==> config.mk <==
export PLATFORM = sky130hd
export DESIGN_NAME = multicycle_ctrl_fsm
export DESIGN_NICKNAME = d
export VERILOG_FILES = /design/src/rtl/multicycle_ctrl_fsm.sv
export SDC_FILE = /design/constraint.sdc
export NUM_CORES = 1
export LEC_CHECK = 0
export BUFFER_PORTS_ARGS = -buffer_cell sky130_fd_sc_hd__buf_4
export CELL_PAD_IN_SITES_DETAIL_PLACEMENT = 1
export CELL_PAD_IN_SITES_GLOBAL_PLACEMENT = 2
export CORE_UTILIZATION = 21
export CTS_CLUSTER_SIZE = 8
export DETAILED_ROUTE_END_ITERATION = 12
export PLACE_DENSITY_LB_ADDON = 0.1
export SYNTH_ARGS = -nofsm -noshare
export SYNTH_HDL_FRONTEND = slang
export SYNTH_SLANG_ARGS = --single-unit
==> constraint.sdc <==
create_clock -name clk -period 1.3 [get_ports clk]
set_input_delay 0.13 -clock clk [delete_from_list [all_inputs] [get_ports clk]]
set_output_delay 0.13 -clock clk [all_outputs]
set_load 0.01 [all_outputs]
==> src/rtl/multicycle_ctrl_fsm.sv <==
// Main control FSM for the multicycle RV32I core: sequences the shared ALU and
// the shared instruction/data memory port, stalling on the mem_ready handshake.
module multicycle_ctrl_fsm (
  input  logic       clk,
  input  logic       reset,
  input  logic [6:0] op,
  input  logic [2:0] funct3,
  input  logic       funct7b5,
  input  logic       Zero,
  input  logic       mem_ready,
  output logic       PCWrite,
  output logic       AdrSrc,
  output logic       MemWrite,
  output logic       IRWrite,
  output logic       RegWrite,
  output logic [1:0] ResultSrc,
  output logic [1:0] ALUSrcA,
  output logic [1:0] ALUSrcB,
  output logic [2:0] ImmSrc,
  output logic [2:0] ALUControl,
  output logic       instr_done,
  output logic       illegal_instr
);

  typedef enum logic [3:0] {
    S_FETCH    = 4'd0,
    S_DECODE   = 4'd1,
    S_MEMADR   = 4'd2,
    S_MEMREAD  = 4'd3,
    S_MEMWRITE = 4'd4,
    S_MEMWB    = 4'd5,
    S_EXECR    = 4'd6,
    S_EXECI    = 4'd7,
    S_ALUWB    = 4'd8,
    S_BRANCH   = 4'd9,
    S_JAL      = 4'd10,
    S_LUI      = 4'd11,
    S_AUIPC    = 4'd12
  } state_t;

  localparam logic [6:0] OP_LOAD  = 7'h03;
  localparam logic [6:0] OP_STORE = 7'h23;
  localparam logic [6:0] OP_RTYPE = 7'h33;
  localparam logic [6:0] OP_ITYPE = 7'h13;
  localparam logic [6:0] OP_BR    = 7'h63;
  localparam logic [6:0] OP_JAL   = 7'h6F;
  localparam logic [6:0] OP_LUI   = 7'h37;
  localparam logic [6:0] OP_AUIPC = 7'h17;

  localparam logic [2:0] IMM_I = 3'b000;
  localparam logic [2:0] IMM_S = 3'b001;
  localparam logic [2:0] IMM_B = 3'b010;
  localparam logic [2:0] IMM_U = 3'b100;

  localparam logic [2:0] ALU_ADD = 3'b000;
  localparam logic [2:0] ALU_SUB = 3'b001;
  localparam logic [2:0] ALU_AND = 3'b010;
  localparam logic [2:0] ALU_OR  = 3'b011;
  localparam logic [2:0] ALU_XOR = 3'b100;
  localparam logic [2:0] ALU_SLT = 3'b101;

  state_t     state_q, state_d;
  logic [2:0] alu_dec;

  always_ff @(posedge clk or posedge reset) begin
    if (reset) state_q <= S_FETCH;
    else       state_q <= state_d;
  end

  always_comb begin
    state_d = S_FETCH;
    case (state_q)
      S_FETCH:  state_d = mem_ready ? S_DECODE : S_FETCH;
      S_DECODE: begin
        case (op)
          OP_LOAD, OP_STORE: state_d = S_MEMADR;
          OP_RTYPE:          state_d = S_EXECR;
          OP_ITYPE:          state_d = S_EXECI;
          OP_BR:             state_d = S_BRANCH;
          OP_JAL:            state_d = S_JAL;
          OP_LUI:            state_d = S_LUI;
          OP_AUIPC:          state_d = S_AUIPC;
          default:           state_d = S_FETCH;
        endcase
      end
      S_MEMADR:   state_d = (op == OP_LOAD) ? S_MEMREAD : S_MEMWRITE;
      S_MEMREAD:  state_d = mem_ready ? S_MEMWB : S_MEMREAD;
      S_MEMWRITE: state_d = mem_ready ? S_FETCH : S_MEMWRITE;
      S_EXECR, S_EXECI, S_JAL, S_AUIPC: state_d = S_ALUWB;
      default:    state_d = S_FETCH;
    endcase
  end

  always_comb begin
    alu_dec = ALU_ADD;
    case (funct3)
      3'b000:  alu_dec = (op == OP_RTYPE && funct7b5) ? ALU_SUB : ALU_ADD;
      3'b010:  alu_dec = ALU_SLT;
      3'b100:  alu_dec = ALU_XOR;
      3'b110:  alu_dec = ALU_OR;
      3'b111:  alu_dec = ALU_AND;
      default: alu_dec = ALU_ADD;
    endcase
  end

  always_comb begin
    PCWrite       = 1'b0;
    AdrSrc        = 1'b0;
    MemWrite      = 1'b0;
    IRWrite       = 1'b0;
    RegWrite      = 1'b0;
    ResultSrc     = 2'b00;
    ALUSrcA       = 2'b00;
    ALUSrcB       = 2'b00;
    ImmSrc        = IMM_I;
    ALUControl    = ALU_ADD;
    instr_done    = 1'b0;
    illegal_instr = 1'b0;
    case (state_q)
      S_FETCH: begin
        ALUSrcB   = 2'b10;
        ResultSrc = 2'b10;
        IRWrite   = mem_ready;
        PCWrite   = mem_ready;
      end
      S_DECODE: begin
        ALUSrcA = 2'b01;
        ALUSrcB = 2'b01;
        ImmSrc  = IMM_B;
        case (op)
          OP_LOAD, OP_STORE, OP_RTYPE, OP_ITYPE,
          OP_BR, OP_JAL, OP_LUI, OP_AUIPC: illegal_instr = 1'b0;
          default:                          illegal_instr = 1'b1;
        endcase
      end
      S_MEMADR: begin
        ALUSrcA = 2'b10;
        ALUSrcB = 2'b01;
        ImmSrc  = (op == OP_LOAD) ? IMM_I : IMM_S;
      end
      S_MEMREAD: AdrSrc = 1'b1;
      S_MEMWRITE: begin
        AdrSrc     = 1'b1;
        MemWrite   = 1'b1;
        instr_done = mem_ready;
      end
      S_MEMWB: begin
        ResultSrc  = 2'b01;
        RegWrite   = 1'b1;
        instr_done = 1'b1;
      end
      S_EXECR: begin
        ALUSrcA    = 2'b10;
        ALUControl = alu_dec;
      end
      S_EXECI: begin
        ALUSrcA    = 2'b10;
        ALUSrcB    = 2'b01;
        ALUControl = alu_dec;
      end
      S_ALUWB: begin
        RegWrite   = 1'b1;
        instr_done = 1'b1;
      end
      S_BRANCH: begin
        ALUSrcA    = 2'b10;
        ALUControl = ALU_SUB;
        PCWrite    = (funct3 == 3'b000) ? Zero : (funct3 == 3'b001) ? ~Zero : 1'b0;
        instr_done = 1'b1;
      end
      S_JAL: begin
        ALUSrcA = 2'b01;
        ALUSrcB = 2'b10;
        PCWrite = 1'b1;
      end
      S_LUI: begin
        ImmSrc     = IMM_U;
        ResultSrc  = 2'b11;
        RegWrite   = 1'b1;
        instr_done = 1'b1;
      end
      S_AUIPC: begin
        ALUSrcA = 2'b01;
        ALUSrcB = 2'b01;
        ImmSrc  = IMM_U;
      end
      default: ;
    endcase
    // Async reset already forces FETCH selects; only the enables need masking here.
    if (reset) begin
      PCWrite       = 1'b0;
      MemWrite      = 1'b0;
      IRWrite       = 1'b0;
      RegWrite      = 1'b0;
      instr_done    = 1'b0;
      illegal_instr = 1'b0;
    end
  end

endmodule
After elaboration in Yosys (flattened, before gate mapping). Index checks and enable logic that the tools add are counted.

Flip-flop bits (word level): 4. Bits of input ports: 15. Output and inout bits: 19.

Equality and inequality tests: 25. Multiplexer cells: 30. Bitwise gates (word level): 1. Reductions and logical operators: 15.

Operators by type and width (number): one-hot mux 4 bit (7 select lines) (1); one-hot mux 4 bit (6 select lines) (1); equality test 7 x 6 -> 1 bit, second input constant (3); equality test 4 bit, second input constant (5); 2-to-1 mux 1 bit (17); equality test 4 x 3 -> 1 bit, second input constant (4); OR reduction 4 bit (4); one-hot mux 3 bit (5 select lines) (1); equality test 7 x 5 -> 1 bit, second input constant (2); equality test 7 bit, second input constant (2); OR reduction 2 bit (5); equality test 3 bit, second input constant (3); 2-to-1 mux 3 bit (3); one-hot mux 3 bit (3 select lines) (1); equality test 4 x 2 -> 1 bit, second input constant (2); one-hot mux 2 bit (2 select lines) (2); OR reduction 8 bit (1); equality test 7 x 2 -> 1 bit, second input constant (1); one-hot mux 2 bit (3 select lines) (1); one-hot mux 3 bit (2 select lines) (1); OR reduction 3 bit (2); equality test 4 x 1 -> 1 bit, second input constant (1); zero test 4 bit (1); equality test 3 x 1 -> 1 bit, second input constant (1); 6 further kinds (6).

Logic depth before layout (Yosys ltp).
Word-level depth: 5. Mapped depth: 6.

Worst setup path before layout. No wires, ideal clock.

Path kind: reg2out. Start: reg state_q[0]. End: out PCWrite. Arrival: 1.374 ns. Setup slack: -0.204 ns. Stages on the path, launching flop included: 5. Buffers on the path: 1. Cell sequence: dfrtp_1 > buf_4 > clkinv_1 > nand2_1 > a2111oi_0.

Word-level cells in the longest chain between the ends: 3.

Ends and longest elaborated chain: start: declaration (line 62) `state_t state_q, state_d;`; start signal: assignment (line 67) `else state_q <= state_d;`; equality test 4 bit / zero test 4 bit (equally long branches) (line 119) `case (state_q)`; one-hot mux 1 bit (3 select lines) * (line 119); 2-to-1 mux 1 bit * (line 190) `if (reset) begin`; end: declaration (line 11) `output logic PCWrite,`.

Every way passes the cells marked *; elsewhere a longest branch is shown, timed or not.

Final worst setup path.
Start: reg state_q[0]. End: out illegal_instr.

Word-level cells in the longest chain between the ends: 3.

Ends and longest elaborated chain: equality test 4 x 1 -> 1 bit (line 119); 2-to-1 mux 1 bit (line 119); 2-to-1 mux 1 bit (line 190); end: declaration (line 22) `output logic illegal_instr`.

Every way passes these cells.

==> metrics.md <==
| Metric | Value |
|---|---|
| HP Class | `in2reg` |
| Pint | `0.666 mW` |
| CTS Buf Count | `3` |
| Area Growth Syn to Fin | `102%` |
| WL/cell | `15.0 um` |
| Pre-antenna DRT Iters | `4` |
| Sw Ratio | `41.3%` |
| Filler instances | `around 430` |
| Die area | `3770 um^2` |
| Initial Utilization | `22.0%` |
| Routed Antenna Nets | `0` |
| Worst rel slew slack | `about three quarters` |
| First-pass GRT wire length | `4650 um` |
| Final Setup Violations | `22` |
| LEAKAGE | `~0.64 nW` |
| # DRC | `0` |
| Post-synth EDFFs | `0` |
| Final Util | `between 40 and 50%` |
| Post-Syn Nets | `121` |
| Via Count | `between 1,000 and 1,500` |
| Synthesized flop and latch total | `4` |
| Largest net degree at the start of global routing | `17` |
| Cells on worst reg2reg path | `5` |
| Die Wd | `61.4 um` |
| Clock Sinks | `4` |
| Initial antenna violation count | `0` |
| Most frequent cells in the layout | `buf_4 (49), buf_6 (14), nor2_1 (9), nand2_1 (9)` |
| Number of global-route vias before repair | `about 1,000` |
| Unrepaired setup endpoints after global routing | `true` |
| Worst-path clk slew | `approximately 0.04 ns` |
| Worst setup SP type | `flop` |
| Failing checks | `negative setup slack` |
| Number of distinct library cells after synthesis | `46` |
| Top FF cell, synth | `dfrtp_1` |
| Fin nets | `182` |
| Worst Path Required | `roughly 1.2 ns` |
| Setup crit end kind | `output pin` |
| Min Tclk post-route | `1.63 ns` |
| Comb power frac | `71.6%` |
| Clock Path Buffers | `2` |
| Top flop regs | `state_q (4)` |
| Cells after synthesis | `106` |
| DP Area | `1200 um^2` |
| Status | `finished with violations` |
| H-Tree Depth | `1` |
| CTS tree | `built` |
| Seq pwr share | `14.6%` |
| Rows | `21` |
| CTS Root Cell | `clkbuf_4` |
| Crit path max fanout | `6` |
| Total GRT Usage | `16.4%` |
| Max Cap Violations | `0` |
| Routed WL | `3170 um` |
| Met1 usage in global routing | `23.6%` |
| Ys Warns | `0` |
| Fin crit share | `125%` |
| Yosys top cell by area | `dfrtp_1` |
| Top reg by flops | `state_q` |
| FMAX | `615 MHz` |
| Clock group share of total power | `13.8%` |
| Via-to-Cell Ratio | `4.98` |
| Power per cell area | `757 nW/um^2` |
| Ys async rst share | `100%` |
| Worst Path Arrival | `1.50 ns` |
| Met2 Track Usage GR | `27.8%` |
| Vert. Die Dim | `between 60 and 70 um` |
| Total gr overflow | `0` |
| # port buffers | `33` |
| Worst Hold Depth | `4` |
| R2R setup slack | `-0.12 ns` |
| Register area share after synthesis | `13.5%` |
| Footprint of the multi-input gates | `around 760 um^2` |
| GRT met3 Usage | `1.26%` |
| Slew Viols, Final | `0` |
| Fin. Hold Viols | `0` |
| Layer with the highest usage | `met2` |
| Worst setup margin | `-0.326 ns` |
| GP Congestion | `a little under 0.8` |
| Finished Cell Area | `1500 um^2` |
| Crit Path Class | `reg2out` |
| Psw | `0.468 mW` |
| First DRT Iteration DRCs | `26` |
| ANT cells | `0` |
| Avg Inst Size Synth | `6.99 um^2` |
| Mapped Area | `741 um^2` |
| Measured slew at the worst slew-check pin | `0.353 ns` |
| Sequential cell area | `104 um^2` |
| Detailed Place HPWL | `2320 um` |
| Post-synth top area share | `between 10% and 20%` |
| Peak supply drop | `0.218 mV` |
| Ports | `34` |
| Commonest non-fill, non-tap cell in the layout | `buf_4` |
| Worst skew pair latency | `0.24 ns` |
| Max reg flops | `4` |
| Share of cells above drive strength 1 | `a little over three fifths` |
| Clock skew | `0.000211 ns` |
| Top cells by area, synth | `dfrtp_1 (14%), nor2_1 (6.1%), nand2_1 (5.1%)` |
| Placeable Area | `3360 um^2` |
| Dpl ws | `-0.196 ns` |
==> repair_timing <==
| item | in CTS | in global routing |
|---|---|---|
| setup buffers | 3 | 5 |
| hold buffers | 1 | 0 |
| hold endpoints to repair | 4 | 0 |
| pin swaps | 2 | 14 |
| gates resized for setup | 23 | 33 |
| endpoints found under the setup margin | 23 | 23 |
==> synthesized netlist by cell type, drive strengths merged (2+ instances only) <==
cell type and instances:
or3b 2, o22ai 4, mux2i 2, nor2 12, nor4 3, and2 2, buf 7, a211oi 2
nor3 3, dfrtp 4, nand3b 2, inv 3, xnor2 2, a21oi 8, nor3b 2, or3 3
nand2 10, a21boi 2, nand3 4, o21ai 4, a31oi 3, nand2b 4, xor2 2, and4b 2
==> through the flow <==
stage	power, mW	std cells	hold WS [ns]	setup TNS [ns]
after detailed placement	0.794	200	0.0939	-2.08
after CTS	1.03	207	0.291	-4.97
after global placement	0.786	200	0.0939	-1.43
after floorplan	0.480	106	-0.104	-0.116
final	1.13	211	0.287	-4.85
after global routing	1.21	211	0.329	-6.19
==> final cells by class <==
type,instances,share of cell area [%]
repair buffers,64,35.8
clock buffers,3,1.50
inverters,4,1.50
multi-input cells,90,50.5
flip-flops and latches,4,6.93
well taps,46,3.84
==> metal layers <==
layer  vias up  share of wire [%]
met3         0                2.7
li1        517                  -
met2        22                 48
met5         -                  0
met1       511                 49
met4         0                  0
==> worst max-delay path, cell delays in order (launching register included) <==
cell and delay, ns:
dfrtp_2 0.43, buf_6 0.12, nand2b_4 0.05, or3_4 0.36
nor4_4 0.14, buf_4 0.16
==> power by group through the flow <==
stage	clock network, mW	logic (mW)	registers (mW)
5_1_grt	0.171	0.873	0.168
6_report	0.156	0.812	0.166
3_3_place_gp	0	0.624	0.162
4_1_cts	0.162	0.712	0.160
3_5_place_dp	0	0.631	0.163
2_1_floorplan	0	0.338	0.141
==> kinds of logic (layout without fill, tap and decap cells) <==
group / after synthesis / after routing / synth area share (%)
simple gates: 53 / 53 / 41.7
compound gates: 31 / 31 / 28.5
buf+inv: 12 / 71 / 8.78
xor+xnor: 4 / 4 / 4.73
flops: 4 / 4 / 13.5
mux: 2 / 2 / 2.70
==> path summary, 6_finish.rpt <==
path / startpoint / end
max: state_q[0]$_DFF_PP0_ / illegal_instr
min: op[5] / state_q[2]$_DFF_PP0_
max reg2reg: state_q[0]$_DFF_PP0_ / state_q[2]$_DFF_PP0_
min reg2reg: state_q[3]$_DFF_PP0_ / state_q[1]$_DFF_PP0_
max in group asynchronous: reset / state_q[2]$_DFF_PP0_
min in group asynchronous: reset / state_q[0]$_DFF_PP0_
Note: power is estimated with default switching activity, not from simulation.
